--- config.mk ---
export PLATFORM = sky130hd
export DESIGN_NAME = uart_frame_sched
export DESIGN_NICKNAME = d
export VERILOG_FILES = /design/src/rtl/uart_frame_sched.sv
export SDC_FILE = /design/constraint.sdc
export NUM_CORES = 1
export LEC_CHECK = 0
export ABC_AREA = 1
export CORE_UTILIZATION = 30
export CTS_CLUSTER_DIAMETER = 30
export DETAILED_ROUTE_END_ITERATION = 12
export GPL_TIMING_DRIVEN = 0
export PLACE_DENSITY_LB_ADDON = 0.3
export SLEW_MARGIN = 30
export SYNTH_ARGS = -nofsm -noshare
export SYNTH_HDL_FRONTEND = slang
export SYNTH_SLANG_ARGS = --single-unit
--- constraint.sdc ---
create_clock -name clk -period 1.75 [get_ports clk]
set_input_delay 0.175 -clock clk [delete_from_list [all_inputs] [get_ports clk]]
set_output_delay 0.175 -clock clk [all_outputs]
set_load 0.03 [all_outputs]
--- src/rtl/uart_frame_sched.sv ---
// Round-robin frame scheduler feeding a byte-wide UART transmitter over a uart_data/is_send/is_done handshake.
// Define UART_SCHED_CHKSUM_EN to insert a mod-256 checksum of id and payload before the two tail bytes.
module uart_frame_sched #(
  parameter int unsigned PERIOD = 499999,
  parameter logic [7:0]  HDR    = 8'hAA,
  parameter logic [7:0]  TAIL   = 8'hFF
) (
  input  logic        clk,
  input  logic        rst,
  input  logic        req_a,
  input  logic [47:0] data_a,
  input  logic        req_b,
  input  logic [95:0] data_b,
  output logic        grant_a,
  output logic        grant_b,
  output logic [7:0]  uart_data,
  output logic        is_send,
  input  logic        is_done,
  output logic        busy
);

`ifdef UART_SCHED_CHKSUM_EN
  localparam int CHK_BYTES = 1;
`else
  localparam int CHK_BYTES = 0;
`endif

  typedef enum logic [2:0] {IDLE, GRANT, LOAD, SEND, GAP} state_t;

  state_t      state;
  logic [31:0] timer;
  logic        timer_wrap;
  logic        tick_pend;
  logic        last_b;
  logic        src_b;
  logic        pick_b;
  logic [95:0] shreg;
  logic [7:0]  id;
  logic [4:0]  idx;
  logic [4:0]  pay_end;
  logic [4:0]  last_idx;
  logic [7:0]  cur_byte;
`ifdef UART_SCHED_CHKSUM_EN
  logic [7:0]  chk;
`endif

  assign timer_wrap = (timer == 32'(PERIOD));

  // With both requests pending, serve the source that was not served last.
  assign pick_b = req_b && (!req_a || !last_b);

  // Byte index layout: 0 header, 1 id, 2..pay_end payload, [checksum], two tails.
  assign pay_end  = src_b ? 5'd13 : 5'd7;
  assign last_idx = pay_end + 5'd2 + 5'(CHK_BYTES);

  always_comb begin
    cur_byte = TAIL;
    if (idx == 5'd0)
      cur_byte = HDR;
    else if (idx == 5'd1)
      cur_byte = id;
    else if (idx <= pay_end)
      cur_byte = shreg[95:88];
`ifdef UART_SCHED_CHKSUM_EN
    else if (idx == pay_end + 5'd1)
      cur_byte = chk;
`endif
  end

  always_ff @(posedge clk or negedge rst) begin
    if (!rst)
      timer <= '0;
    else if (timer_wrap)
      timer <= '0;
    else
      timer <= timer + 32'd1;
  end

  always_ff @(posedge clk or negedge rst) begin
    if (!rst) begin
      state     <= IDLE;
      tick_pend <= 1'b0;
      last_b    <= 1'b1;
      src_b     <= 1'b0;
      grant_a   <= 1'b0;
      grant_b   <= 1'b0;
      uart_data <= '0;
      is_send   <= 1'b0;
      busy      <= 1'b0;
      shreg     <= '0;
      id        <= '0;
      idx       <= '0;
`ifdef UART_SCHED_CHKSUM_EN
      chk       <= '0;
`endif
    end else begin
      grant_a <= 1'b0;
      grant_b <= 1'b0;
      if (timer_wrap)
        tick_pend <= 1'b1;
      case (state)
        IDLE: begin
          if (tick_pend && (req_a || req_b)) begin
            src_b     <= pick_b;
            last_b    <= pick_b;
            grant_a   <= !pick_b;
            grant_b   <= pick_b;
            shreg     <= pick_b ? data_b : {data_a, 48'h0};
            id        <= pick_b ? 8'h02 : 8'h01;
            // A tick landing on the grant cycle itself is kept, not lost.
            tick_pend <= timer_wrap;
            busy      <= 1'b1;
            idx       <= '0;
`ifdef UART_SCHED_CHKSUM_EN
            chk       <= '0;
`endif
            state     <= GRANT;
          end
        end
        GRANT: state <= LOAD;
        LOAD: begin
          uart_data <= cur_byte;
          is_send   <= 1'b1;
          state     <= SEND;
        end
        SEND: begin
          if (is_done) begin
            is_send <= 1'b0;
            state   <= GAP;
          end
        end
        GAP: begin
`ifdef UART_SCHED_CHKSUM_EN
          if (idx >= 5'd1 && idx <= pay_end)
            chk <= chk + uart_data;
`endif
          if (idx >= 5'd2 && idx <= pay_end)
            shreg <= {shreg[87:0], 8'h00};
          if (idx == last_idx) begin
            busy  <= 1'b0;
            state <= IDLE;
          end else begin
            idx   <= idx + 5'd1;
            state <= LOAD;
          end
        end
        default: state <= IDLE;
      endcase
    end
  end

endmodule

==> metrics.yaml <==
status:
  status: "completed"
sta:
  drv_slew: 0
  tightest_slew_ns: 0.538
  fin_crit_sh_pct: 99.5
  hold_viol_final: 0
  skew_ns: 0.0122
  fmax_ghz: 0.574
  max_slew_margin_pct: 64.1
  rsz0062_at_grt: "yes"
  tns_ns: 0
  finalSetupViolCount: 0
  fin_crit_ns: 1.74
logic_synthesis:
  postSynthCellCount: 1309
  synth_edf_count: 0
  postSynthAreaPerCell_um2: 6.76
  synth.distinct_cells: 28
  synth_top_area_cell: "dfrtp_1"
  synthTopCellsByArea: "dfrtp_1, nand2_1, nand3_1"
  synthesis.nets: 1465
  synth.top_cell.area_share_pct: 42.7
  yosysMostFrequentCell: "nand2_1"
  yosysSeqAreaShare_pct: 43.0
  synth-main-ff-cell: "dfrtp_1"
  ys_warn_count: 0
  synth.ff_latch_count: 152
  synth_area_um2: 8850
  synth_common_cells: "nand2_1, nand3_1, dfrtp_1, inv_1, nor2_1"
  async_reset_ff_share_pct: 100
worst_setup_path:
  crit_cells: 11
  crit_end: "shreg[17]$_DFFE_PN0P_"
  critPathLaunch: "src_b$_DFFE_PN0P_"
  r2r_start: "src_b$_DFFE_PN0P_"
  crit_top_cell: "nand2_1"
  reg2reg_to: "shreg[17]$_DFFE_PN0P_"
  cp.arrival_ns: 2.05
  start_kind: "flop"
  crit_chain: "inv_2 -> ha_4 -> nand4_1 -> nand2_1 -> nand2_2 -> nand2_4 -> nand2_4 -> buf_12 -> buf_8 -> nand2_1 -> nand2_1"
  cp_data_required_time_ns: 2.06
  cp_top_family: "simple AND/OR/NAND/NOR gates"
  rr_worst_depth: 11
  cp-end-kind: "flop"
  critPathMaxFanout: 10
  crit_slowest_cell: "dfrtp_2"
  path_class: "reg -> reg"
  max_stage_delay_ns: 0.42
  regToRegSetupSlack_ns: 0.008
  critPathBufInv: 3
power_and_ir_drop:
  vdd_drop_max_mv: 0.671
  p_per_area_nw_per_um2: 1110
  power.leakage_nw: 5.93
  power_mw: 13.1
route:
  postRouteAntennaNets: 0
  avgViaCountPerCell: 4.61
  routed_wl_um: 26600
  num_vias: 8751
  drc_errors: 0
  post_drt_wl_per_cell_um: 14.0
  drt_iter0_markers: 534
  firstDrtPassIters: 5
global_route:
  antenna_found_initial: 4
  grt_pass1_vias: 8578
  grtUsageTotal_pct: 18.1
  grt_pass1_wl_um: 43700
  overflow: 0
  grt_max_degree: 84
place:
  finalWeightedCongestion: 0.828
  place_area_um2: 11000
  post-place-cells: 1855
  portBuffers: 160
  dp_hpwl_um: 20200
die:
  core_area_um2: 28900
  die_h_um: 174
  io_pins: 161
  start_util_pct: 30.7
  dieWidth_um: 174
  num_rows: 62
  die-area_um2: 30200
finish:
  fill_cells: 3031
  area_growth_pct: 34.4
  nets: 1657
  fin_util_pct: 41.2
  layout-drive-gt1-share_pct: 8.85
  final_area_um2: 11900
  finalNonFillerCells: 1900
clock_tree:
  htreeDepth: 4
  clock_path_buffers: 2
  clk_latency_ns: 0.43
  cts.clk_slew.worst_paths_ns: 0.07
  cts_num_sinks: 152
  cts_buffers: 17
  cts_tree: "done"
  cts-root-buf: "clkbuf_16"
run:
  max_cap_viol_count: 0
min_path:
  hp-class: "in -> async"
==> worst min path at each step <==
stage | end | slack (ns) | cells after the start
final | shreg[60]$_DFFE_PN0P_ | 0.13 | 2
after global routing | shreg[60]$_DFFE_PN0P_ | 0.14 | 2
after CTS | shreg[60]$_DFFE_PN0P_ | 0.13 | 2
after detailed placement | shreg[60]$_DFFE_PN0P_ | -0.02 | 1
after global placement | last_b$_DFFE_PN1P_ | 0.46 | 2
after floorplan | busy$_DFFE_PN0P_ | -0.12 | 0
==> metal layers <==
metal,GRT usage [%],routed length [um],vias to the layer above
met2,30.7,12700,190
met4,4.64,314,4
met5,0,25,-
li1,-,-,4506
met3,3.73,1380,25
met1,23.5,12200,4026
==> flip-flops by register name (all words and copies together), names as in the netlist <==
name       cells
idx            5
uart_data      8
grant_a        1
src_b          1
timer         32
state          3
last_b         1
tick_pend      1
shreg         96
grant_b        1
is_send        1
busy           1
id             1
==> through the flow <==
stage	hold WS, ns	setup slack, ns
floorplan	-0.121	0.124
global placement	0.464	-5.99
finish	0.128	0.00842
CTS	0.131	-0.00241
detailed placement	-0.0235	-0.494
global route	0.139	-0.0811
==> what timing repair did <==
action	4_1_cts	5_1_grt
pin swaps	3	4
resized for setup	35	59
hold buffers	1	0
endpoints found under the hold margin	89	0
endpoints found under the setup margin	111	114
setup buffers	10	0
==> worst register-to-register path, delay by kind of cell (launching register included) <==
kind / cells / cell delay (ns)
simple gates: 7 / 0.58
flops: 1 / 0.42
buf+inv: 3 / 0.37
fa+ha+maj: 1 / 0.26
==> power by group <==
part | switching (mW) | total [mW] | leakage [nW] | internal [mW]
clock | 1.62 | 3.65 | 0.270 | 2.03
sequential | 0.714 | 5.49 | 1.89 | 4.78
combinational | 2.21 | 4.00 | 3.78 | 1.79
total | 4.54 | 13.1 | 5.93 | 8.60
==> cells in the final DEF (no fill, tap or decap), drive strengths merged <==
master         instances
clkdlybuf4s50        159
and2                   1
o211ai                48
bufinv                 1
o21a                   1
nor2                 105
xnor2                  5
nand3b                 2
dfstp                  1
inv                  130
dlygate4sd3            1
nand3                172
clkinvlp               5
nor3                   4
a21oi                 14
nand2                582
dfrtp                151
clkinv                 3
buf                   49
ha                     7
xor2                  10
clkbuf                47
diode                  2
nand4                  5
o21ai                 11
==> final cells by class <==
type | instances | area (um2) | share of cell area [%]
timing repair buffer | 173 | 1760 | 14.8
clock buffer | 18 | 439 | 3.69
tap | 384 | 480 | 4.04
clock inverter | 14 | 139 | 1.17
multi-input combinational | 967 | 4350 | 36.6
buffer | 65 | 439 | 3.69
sequential | 152 | 3810 | 32.0
inverter | 125 | 470 | 3.96
antenna | 2 | 5.00 | 0.0421
==> kinds of logic (layout without fill, tap and decap cells) <==
family	Yosys count	count (layout)	synth area share [%]
flops	152	152	43.0
compound gates	74	74	5.61
fa+ha+maj	7	7	0.990
simple gates	871	871	39.9
buf+inv	190	395	9.01
xor+xnor	15	15	1.48
other cells	0	2	0
No activity file was read; power rests on OpenSTA's default activity.
